`src/rtl/i2c_slave_regfile.sv`:
```
// I2C slave exposing an 8-bit register file with auto-incrementing pointer.
// Define I2C_SLAVE_GENERAL_CALL_EN to accept general-call (7'h00, W) writes into reg[0].
`timescale 1ns/1ps
module i2c_slave_regfile #(
   parameter logic [6:0] ADDRESS   = 7'h55,
   parameter int         NUM_REGS  = 16,
   parameter logic [7:0] REG_RESET = 8'h00,
   localparam int        PTR_W     = $clog2(NUM_REGS)
) (
   input  logic             clk,
   input  logic             rst_n,
   input  logic             scl_i,
   input  logic             sda_i,
   output logic             sda_oe,
   input  logic [PTR_W-1:0] host_raddr,
   output logic [7:0]       host_rdata,
   output logic             wr_pulse,
   output logic [PTR_W-1:0] wr_addr,
   output logic [7:0]       wr_data,
   output logic             busy
);

`ifdef I2C_SLAVE_GENERAL_CALL_EN
   localparam logic GC_EN = 1'b1;
`else
   localparam logic GC_EN = 1'b0;
`endif

   localparam logic [PTR_W-1:0] PTR_ONE = PTR_W'(1'b1);

   typedef enum logic [3:0] {
      IDLE, ADDR, ADDR_ACK, PTR, PTR_ACK, WDATA, WDATA_ACK, RDATA, RDATA_ACK, IGNORE
   } state_t;

   state_t           state_q, state_d;
   logic [1:0]       scl_sync_q, sda_sync_q;
   logic             scl_dly_q, sda_dly_q;
   logic [2:0]       cnt_q, cnt_d;
   logic [6:0]       sh_q, sh_d;
   logic [PTR_W-1:0] ptr_q, ptr_d;
   logic             oe_q, oe_d, busy_q, busy_d, rw_q, rw_d, gc_q, gc_d;
   logic             wr_pulse_q, wr_pulse_d;
   logic [PTR_W-1:0] wr_addr_q, wr_addr_d;
   logic [7:0]       wr_data_q, wr_data_d;
   logic [7:0]       regs_q [NUM_REGS];
   logic [7:0]       host_rdata_q;

   logic       scl_s, sda_s, scl_rise_s, scl_fall_s, start_s, stop_s;
   logic [7:0] byte_s;
   logic       last_bit_s, rd_bit_s, gc_hit_s;

   assign scl_s      = scl_sync_q[1];
   assign sda_s      = sda_sync_q[1];
   assign scl_rise_s = scl_s & ~scl_dly_q;
   assign scl_fall_s = ~scl_s & scl_dly_q;
   assign start_s    = scl_s & scl_dly_q & ~sda_s & sda_dly_q;
   assign stop_s     = scl_s & scl_dly_q & sda_s & ~sda_dly_q;
   assign byte_s     = {sh_q, sda_s};
   assign last_bit_s = (cnt_q == 3'd0);
   assign rd_bit_s   = regs_q[ptr_q][cnt_q];
   assign gc_hit_s   = GC_EN && (byte_s == 8'h00);

   // Protocol engine: data is sampled on SCL rise, SDA drive only moves on SCL fall.
   always_comb begin
      state_d    = state_q;
      cnt_d      = cnt_q;
      sh_d       = sh_q;
      ptr_d      = ptr_q;
      oe_d       = oe_q;
      busy_d     = busy_q;
      rw_d       = rw_q;
      gc_d       = gc_q;
      wr_pulse_d = 1'b0;
      wr_addr_d  = wr_addr_q;
      wr_data_d  = wr_data_q;
      if (stop_s) begin
         state_d = IDLE;
         oe_d    = 1'b0;
         busy_d  = 1'b0;
      end else if (start_s) begin
         state_d = ADDR;
         cnt_d   = 3'd7;
         oe_d    = 1'b0;
      end else if (scl_fall_s) begin
         case (state_q)
            ADDR_ACK, PTR_ACK, WDATA_ACK: oe_d = 1'b1;
            RDATA:                        oe_d = ~rd_bit_s;
            default:                      oe_d = 1'b0;
         endcase
      end else if (scl_rise_s) begin
         case (state_q)
            ADDR: begin
               sh_d  = byte_s[6:0];
               cnt_d = cnt_q - 3'd1;
               if (!last_bit_s) begin
                  state_d = ADDR;
               end else if (byte_s[7:1] == ADDRESS) begin
                  state_d = ADDR_ACK;
                  rw_d    = byte_s[0];
                  gc_d    = 1'b0;
                  busy_d  = 1'b1;
               end else if (gc_hit_s) begin
                  state_d = ADDR_ACK;
                  rw_d    = 1'b0;
                  gc_d    = 1'b1;
                  busy_d  = 1'b1;
               end else begin
                  state_d = IGNORE;
                  busy_d  = 1'b0;
               end
            end
            PTR: begin
               sh_d  = byte_s[6:0];
               cnt_d = cnt_q - 3'd1;
               if (last_bit_s) begin
                  ptr_d   = byte_s[PTR_W-1:0];
                  state_d = PTR_ACK;
               end else begin
                  state_d = PTR;
               end
            end
            WDATA: begin
               sh_d  = byte_s[6:0];
               cnt_d = cnt_q - 3'd1;
               if (last_bit_s) begin
                  wr_pulse_d = 1'b1;
                  wr_addr_d  = gc_q ? {PTR_W{1'b0}} : ptr_q;
                  wr_data_d  = byte_s;
                  ptr_d      = gc_q ? ptr_q : ptr_q + PTR_ONE;
                  state_d    = WDATA_ACK;
               end else begin
                  state_d = WDATA;
               end
            end
            RDATA: begin
               cnt_d   = cnt_q - 3'd1;
               state_d = last_bit_s ? RDATA_ACK : RDATA;
            end
            RDATA_ACK: begin
               if (!sda_s) begin
                  ptr_d   = ptr_q + PTR_ONE;
                  cnt_d   = 3'd7;
                  state_d = RDATA;
               end else begin
                  state_d = IGNORE;
               end
            end
            ADDR_ACK: begin
               cnt_d   = 3'd7;
               state_d = rw_q ? RDATA : (gc_q ? WDATA : PTR);
            end
            PTR_ACK, WDATA_ACK: begin
               cnt_d   = 3'd7;
               state_d = WDATA;
            end
            default: state_d = state_q;
         endcase
      end else begin
         state_d = state_q;
      end
   end

   // Pad synchronisers and protocol state.
   always_ff @(posedge clk) begin
      if (!rst_n) begin
         scl_sync_q <= 2'b11;
         sda_sync_q <= 2'b11;
         scl_dly_q  <= 1'b1;
         sda_dly_q  <= 1'b1;
         state_q    <= IDLE;
         cnt_q      <= 3'd7;
         sh_q       <= 7'h00;
         ptr_q      <= {PTR_W{1'b0}};
         oe_q       <= 1'b0;
         busy_q     <= 1'b0;
         rw_q       <= 1'b0;
         gc_q       <= 1'b0;
         wr_pulse_q <= 1'b0;
         wr_addr_q  <= {PTR_W{1'b0}};
         wr_data_q  <= 8'h00;
      end else begin
         scl_sync_q <= {scl_sync_q[0], scl_i};
         sda_sync_q <= {sda_sync_q[0], sda_i};
         scl_dly_q  <= scl_s;
         sda_dly_q  <= sda_s;
         state_q    <= state_d;
         cnt_q      <= cnt_d;
         sh_q       <= sh_d;
         ptr_q      <= ptr_d;
         oe_q       <= oe_d;
         busy_q     <= busy_d;
         rw_q       <= rw_d;
         gc_q       <= gc_d;
         wr_pulse_q <= wr_pulse_d;
         wr_addr_q  <= wr_addr_d;
         wr_data_q  <= wr_data_d;
      end
   end

   // Register file; the host port sees the pre-write value on a same-cycle collision.
   always_ff @(posedge clk) begin
      if (!rst_n) begin
         for (int i = 0; i < NUM_REGS; i++) begin
            regs_q[i] <= REG_RESET;
         end
         host_rdata_q <= 8'h00;
      end else begin
         if (wr_pulse_d) begin
            regs_q[wr_addr_d] <= wr_data_d;
         end
         host_rdata_q <= regs_q[host_raddr];
      end
   end

   assign sda_oe     = oe_q;
   assign busy       = busy_q;
   assign wr_pulse   = wr_pulse_q;
   assign wr_addr    = wr_addr_q;
   assign wr_data    = wr_data_q;
   assign host_rdata = host_rdata_q;

endmodule

```
`config.mk`:
```
export PLATFORM = sky130hd
export DESIGN_NAME = i2c_slave_regfile
export DESIGN_NICKNAME = d
export VERILOG_FILES = /design/src/rtl/i2c_slave_regfile.sv
export SDC_FILE = /design/constraint.sdc
export NUM_CORES = 1
export LEC_CHECK = 0
export CORE_ASPECT_RATIO = 0.9
export CORE_MARGIN = 2
export CORE_UTILIZATION = 50
export DETAILED_ROUTE_END_ITERATION = 10
export PLACE_DENSITY_LB_ADDON = 0.1
export SLEW_MARGIN = 20
export SYNTH_ARGS = -nofsm -noshare
export SYNTH_HDL_FRONTEND = slang
export SYNTH_SLANG_ARGS = --single-unit
```
`constraint.sdc`:
```
create_clock -name clk -period 3 [get_ports clk]
set_clock_uncertainty 0.1 [all_clocks]
set_input_delay 0.75 -clock clk [delete_from_list [all_inputs] [get_ports clk]]
set_output_delay 0.75 -clock clk [all_outputs]
set_load 0.01 [all_outputs]
```
## Word level (Yosys, flattened, before mapping)

Memories as Yosys holds them, arrays and structs flattened. A register that Yosys moved wholly into a read port is not among the register bits.
Cells that the tools add are included.
W data, S select, Z words.

| cells by class | value |
|---|---|
| add/sub/neg operators | 2 |
| magnitude comparators | 1 |
| eq/ne operators | 14 |
| mux-type cells | 51 |
| bitwise operators | 16 |
| reductions and logical operators | 21 |

Operator list:

| operator | number |
|---|---|
| $mux W4 | 16 |
| $mux W8 | 7 |
| $pmux W4 S7 | 1 |
| $mux W3 | 6 |
| $eq A4 B3 Y1 const B | 4 |
| $mux W1 | 16 |
| $reduce_and A5 Y1 | 3 |
| $pmux W4 S3 | 1 |
| $not A1 Y1 | 9 |
| $pmux W3 S3 | 1 |
| $reduce_or A3 Y1 | 3 |
| $eq A4 B2 Y1 const B | 2 |
| $reduce_and A8 Y1 | 1 |
| $reduce_bool A8 Y1 | 1 |
| $reduce_or A8 Y1 | 1 |
| $and A1 B1 Y1 | 7 |
| $eq A7 B7 Y1 const B | 1 |
| $reduce_and A7 Y1 | 1 |
| $reduce_bool A7 Y1 | 1 |
| $ne A2 B2 Y1 const B | 3 |
| $reduce_and A3 Y1 | 2 |
| $add A4 B1 Y4 const B | 1 |
| $eq A4 B1 Y1 const B | 1 |
| $eq A4 B4 Y1 const B | 1 |
| 14 further kinds | 15 |

| word-level totals | value |
|---|---|
| register bits after elaboration | 40 |
| RAM bits | 128 |
| bits of input ports | 8 |
| output and inout bits | 23 |
| memories | 1 |

Memory list:

| memory | depth | bits a word | rd ports | clocked after memory_dff | write ports | RTL line | RTL |
|---|---|---|---|---|---|---|---|
| regs_q | 16 | 8 | 2 | 2 | 16 | 45 | `logic [7:0] regs_q [NUM_REGS];` |

## Depth between registers and ports, before layout

| depth | value |
|---|---|
| depth after elaboration | 12 |
| gate-level depth with buffers | 10 |
| mapped depth without buffers | 7 |

## Worst setup path before layout

No wires, ideal clock.

| timing | value |
|---|---|
| path kind | register -> register |
| start point | reg cnt_q[0] |
| end point | mem regs_q[12][0] (enable) |
| arrival | 2,179 ps |
| slack | 392 ps |
| stages on the path, launching flop included | 10 |
| buffers on the path | 2 |
| period minus slack after synthesis | 2,608 ps |
| cell sequence | dfxtp_1 inv_1 ha_1 and4bb_1 buf_4 nand2_2 buf_4 mux2i_1 nand2_2 nand2_1 |

RTL lines:

| element | RTL line | RTL |
|---|---|---|
| start: declaration | 38 | `logic [2:0] cnt_q, cnt_d;` |
| start signal: assignment | 187 | `cnt_q <= cnt_d;` |
| end: declaration | 45 |  |

==> metrics.txt <==
CTS sink cnt=180; Worst setup EP type=flop; Final Hold Viols=0; ys flop type=edfxtp_1; worst min path class=flop to flop; maxcap violations=0; total grt overflow=0; Via Count=6458; Worst EP required=~3.0 ns; Finished Core Util=59.4%; wire per inst=24.3 µm; Routed WL=25.1 mm; DRC=0; number of global-route vias before repair=between 6000 and 7000; #FFs+latches synth=180; Post-DP Area=roughly 10000 µm²; Cells after Synth=a little over 700; hold slack=approximately 0.32 ns; Crit path top cell by count=buf_4; Max Root-Sink Buffers=2; maximum clock frequency=356 MHz; Skew-Pair Late Insertion Delay=0.44 ns; Post-synth EDFFs=128; Inserted Diodes=0; relative slew slack=between 40% and 50%; Core ar.=17600 µm²; Critical-path top delay cell=and4bb_1; Leak=around 3.6 nW; nets=roughly 790; CTS tree=built; Final period util=93.5%; area of the die=between 15000 and 20000 µm²; site row count=46; placer congestion estimate=around 0.93; post-synthesis sequential area ratio=54.3%; CTS Buf Count=17; Initial Utilization=approximately half; final-report max-slew violation count=0; post-route setup TNS=0 ns; Crit Path Class=flop to flop; final instance area=10500 µm²; largest net degree at the start of global routing=36; Worst-Margin Slew=0.801 ns; Via density=roughly 6.3; Die Ht=131 µm; drt pass-1 iters=5; number of antenna violations at the first check in global routing=0; post-synth top area share=42.7%; Netlist cell types=between 60 and 70; Crit path largest cell delay=0.43 ns; I/O pins=31; Worst Path Max Fanout=9; most common cell in the synthesized netlist=nor2_1; Post-synth top cells=nor2_1, edfxtp_1, mux4_2; Post-CTS Repair Setup Buffers=0; Total GRT Usage=between 20% and 30%; DP HPWL=between 15 and 20 mm; power per cell area=510 nW/µm²; warnings from Yosys=0; CP Data Arrival Time=2.80 ns; Mapped Nets=approximately 740; first-pass GRT wire length=38.1 mm; share of flip-flops with an asynchronous set or reset=0%; status=completed; Avg Cell Area, Syn=roughly 12 µm²; clock-pin transition on the worst setup and hold timing paths=0.07 ns; fraction of layout cells with a size suffix above 1=22.1%; initial DRC count=approximately 900; Critical Path Start Type=flop; Top Family by Delay on Critical Path=simple AND/OR/NAND/NOR gates; ranking of synthesized cells by area=edfxtp_1, mux4_2, dfxtp_1, nor2_1, mux2i_1; # port buffers=30; Max IR drop VDD=0.418 mV; Layout area overhead=16.2%; Root Buffer=clkbuf_16; Post-Syn Area=8990 µm²; hold_buf cts=0; antenna-violating nets left=0; dominant cell type by area after synthesis=edfxtp_1; Die W=145 µm; Final min period=between 2 and 3 ns; RSZ-0062 raised after global routing=false; crit-path cells=inv_1 > ha_1 > and4bb_1 > o2111ai_1 > buf_4 > nor3b_2 > buf_4 > nand2_2 > nand2_1; Worst Path Buf+Inv=3; final setup fails=0; H-tree depth=4
==> path summary, 6_finish.rpt <==
kind	from	to	slack (ns)	depth (start not counted)
worst min-delay path	scl_sync_q[0]$_SDFF_PN1_	scl_sync_q[1]$_SDFF_PN1_	0.32	1
worst max-delay path	cnt_q[0]$_SDFFE_PN1P_	regs_q[13][2]$_SDFFCE_PN0P_	0.19	9
worst min register to register	scl_sync_q[0]$_SDFF_PN1_	scl_sync_q[1]$_SDFF_PN1_	0.32	1
worst max register to register	cnt_q[0]$_SDFFE_PN1P_	regs_q[13][2]$_SDFFCE_PN0P_	0.19	9
==> repair_timing <==
action,CTS,global route
gates resized for setup,0,1
setup endpoints to repair,0,8
hold endpoints to repair,0,0
==> sequential cells by signal, summed over array words and instances, names as in the netlist, named ones only <==
name / flops
busy: 1
ptr_q: 4
wr_addr: 4
regs_q: 128
state_q: 4
wr_pulse: 1
sh_q: 7
sda_dly_q: 1
scl_sync_q: 2
wr_data: 8
rw_q: 1
cnt_q: 3
sda_oe: 1
host_rdata: 8
scl_dly_q: 1
sda_sync_q: 2
==> worst register-to-register path, cell delays in order, from the launching register on <==
cell and delay, ns:
dfxtp_1 0.38, inv_1 0.11, ha_1 0.22, and4bb_1 0.43, o2111ai_1 0.19, buf_4 0.20, nor3b_2 0.15, buf_4 0.18
nand2_2 0.14, nand2_1 0.36
==> cells by family (layout without fill, tap and decap cells) <==
family                     after synthesis  after routing  share of synthesized area, %
AOI/OAI and AO/OA                       83             83                          6.20
xor gates and xnor gates                 1              1                        0.0974
adders and majority gates                3              3                         0.417
buffers and inverters                   58            124                          3.05
DFF                                    180            180                          54.3
muxes                                   96             96                          20.3
and+or+nand+nor                        304            304                          15.6
==> power breakdown <==
| part | total, W | switching [W] | internal, W |
|---|---|---|---|
| Combinational | 0.000328 | 0.000168 | 0.000161 |
| Sequential | 0.00279 | 0.0000534 | 0.00274 |
| Clock | 0.00221 | 0.000967 | 0.00124 |
==> metrics by stage <==
stage | total power (W) | worst slack, ns | std cells
3_5_place_dp | 0.00317 | 0.0129 | 999
6_report | 0.00533 | 0.194 | 1031
3_3_place_gp | 0.00316 | 0.0572 | 999
5_1_grt | 0.00546 | 0.00674 | 1031
2_1_floorplan | 0.00302 | 0.392 | 725
4_1_cts | 0.00534 | 0.0848 | 1031
==> layout by cell type, fill, tap and decap left out, types with 3 or more instances in the layout <==
master	count
a22oi_1	3
nand3b_1	4
mux4_1	5
nand2_2	13
clkinv_1	3
buf_12	10
mux2_2	7
a31oi_1	5
nor2b_1	12
nor2_1	158
edfxtp_1	128
and3_1	5
a21oi_1	24
nand2b_1	12
dfxtp_1	51
o21ai_0	11
mux2i_1	22
nand3_1	15
ha_1	3
a211o_1	3
inv_1	9
clkinv_2	4
and2_1	8
mux4_2	62
o31ai_1	4
buf_4	42
a221oi_1	3
o21a_1	4
clkdlybuf4s50_1	29
nor3_1	4
clkbuf_16	19
a211oi_1	6
nand2_1	55
==> metal layers <==
metal  vias up  track usage, %  part of all wire, %
met5         -               0                    0
met4         0            7.73                  1.9
met3        37            5.73                  8.9
met2       341            39.9                   46
met1      3265            40.4                   43
li1       2815               -                    -
==> final cells by class <==
type                            instances  area [µm²]
Fill cell                            1445        7160
Sequential cell                       180        4890
Multi-Input combinational cell        487        3840
Timing Repair Buffer                   82         811
Clock buffer                           20         479
Tap cell                              240         300
Clock inverter                         12        98.8
Inverter                               10        37.5
Note: power is estimated with default switching activity, not from simulation.
==> patch (same settings) <==
The parameter `REG_RESET` goes from 8'h00 to 8'h01.
--- a/src/rtl/i2c_slave_regfile.sv
+++ b/src/rtl/i2c_slave_regfile.sv
@@ -6,3 +6,3 @@
    parameter int         NUM_REGS  = 16,
-   parameter logic [7:0] REG_RESET = 8'h00,
+   parameter logic [7:0] REG_RESET = 8'h01,
    localparam int        PTR_W     = $clog2(NUM_REGS)
Behaviour: not the same (a bounded check fails within 4 cycles, from zero or initial values and one cycle with rst_n low).
==> patch against the unedited design <==
  * Critical path depth fell by 3
  * Worst setup slack improved by 0.0096 ns
  * Die area rose by 0.27%
  * Non-clock buffer count rose by 1
  * Sequential cell count did not move
  * Routed wire length rose by 3.1%
  * Sequential share of layout area rose by 0.073 points
  * Power rose by 2.3%
  * Synthesized area rose by 0.28%
  * Cell area fell by 0.15%
  * Sequential power rose by 1%
==> patch: results (changes against the unedited design) <==
[clock_tree]
path_clk_slew_ns=0.07  ; about the same
cts_buffers=17  ; unchanged
cts_max_path_buffers=2  ; unchanged
h-tree-depth=4  ; unchanged
root_buffer=clkbuf_16  ; unchanged

[synth]
synth_top_cells_by_count=141 x nor2_1, 128 x edfxtp_1, 65 x nand2_1, 62 x mux4_2, 52 x dfxtp_1  ; was 158 x nor2_1, 128 x edfxtp_1, 62 x mux4_2, 55 x nand2_1, 52 x dfxtp_1
synth_cell_type_count=67  ; unchanged
async_flop_share_pct=0  ; unchanged
postSynthAreaPerCell_um2=12.42  ; was 12.41 um^2
yosysWarnings=0  ; unchanged
synth_nets=737  ; was 736
synth_seq_area_share_pct=54.15  ; was 54.31%
yosys-top-cells-area=edfxtp_1 43%, mux4_2 15%, dfxtp_1 12%  ; was edfxtp_1 43%, mux4_2 16%, dfxtp_1 12%

[cells_and_area]
fin_cells=1032  ; was 1031
nets=790  ; was 789
fill_cells=1432  ; was 1445
regMostFlops=regs_q  ; unchanged
drive_gt1_share_pct=22.10  ; was 22.12%
ff_latch_area_um2=4886  ; unchanged
n_antenna_cell=0  ; unchanged

[sta]
hold_viol=0  ; unchanged
slew_headroom_pct=37.42  ; was 46.56%

[power_and_ir_drop]
peakVddDrop_uv=384.1  ; was 417.9 uV
total_leakage_power_nw=3.449  ; was 3.566 nW
power_mw=5.448  ; was 5.327 mW
p_clk_share_pct=41.5  ; was 41.4%
power_switching_mw=1.291  ; was 1.188 mW
pwr-share-seq_pct=51.9  ; was 52.4%

[route]
wl_um=25830  ; was 25060 um
drtIter0Drc=879  ; was 875
viasPerCell=6.327  ; was 6.264
dr.pass1.iters=7  ; was 5

[setup_path]
critical_path.startpoint_type=flop  ; unchanged
critPathTopFamily=compound AO/OA/AOI/OAI gates  ; was simple AND/OR/NAND/NOR gates
worstPathMaxFanout=20  ; was 9
slowest_delay_ns=0.94  ; was 0.43 ns
critPathArrivalTime_ns=3.00  ; was 2.80 ns
cpMaxStageDelayCell=dfxtp_1  ; was and4bb_1

[global_route]
grt_max_degree=39  ; was 36
antenna_found_initial=0  ; unchanged
grt_pass1_vias=6358  ; was 6197
grt_pass1_wl_um=39520  ; was 38140 um
grtUsageTotal_pct=27.84  ; was 26.94%
grt-ovfl-total=0  ; unchanged

[placed_design]
place_ws_ns=0.1805  ; was 0.01288 ns
gp_congestion=0.8805  ; was 0.9270
dpl.hpwl_um=18200  ; was 17810 um
placed_cell_area_um2=9844  ; was 9871 um^2

[worst_hold_path]
min_path_type=reg2reg  ; unchanged
worstHoldStart=sda_sync_q[0]  ; was scl_sync_q[0]

[run_status]
status=completed  ; unchanged

patch: final cells by class:
class / instances / area share, %
Clock buffer: 21 / 4.711
Tap cell: 240 / 2.877
Timing Repair Buffer: 83 / 7.240
Sequential cell: 180 / 46.81
Inverter: 11 / 0.3955
Multi-Input combinational cell: 486 / 36.99
Clock inverter: 11 / 0.9829
patch: routing by layer:
metal / up-vias / track usage, % / share of wire (%)
met5: - / 0 / 0
li1: 2827 / - / -
met1: 3321 / 40.38 / 43
met3: 47 / 8.264 / 9.4
met4: 0 / 6.373 / 1.9
met2: 334 / 41.84 / 46
patch: final timing paths:
path	slack [ns]	cells after the start	endpoint
min	0.32	1	sda_sync_q[1]
min reg2reg	0.32	1	sda_sync_q[1]
max reg2reg	0.20	6	sda_oe
max	0.20	6	sda_oe
patch: cells by family after synthesis:
group                      synth area share [%]
and+or+nand+nor                           15.52
DFF                                       54.15
muxes                                     20.65
AOI/OAI and AO/OA                         6.118
buffers and inverters                     3.038
adders and majority gates                0.4162
xor gates and xnor gates                0.09712
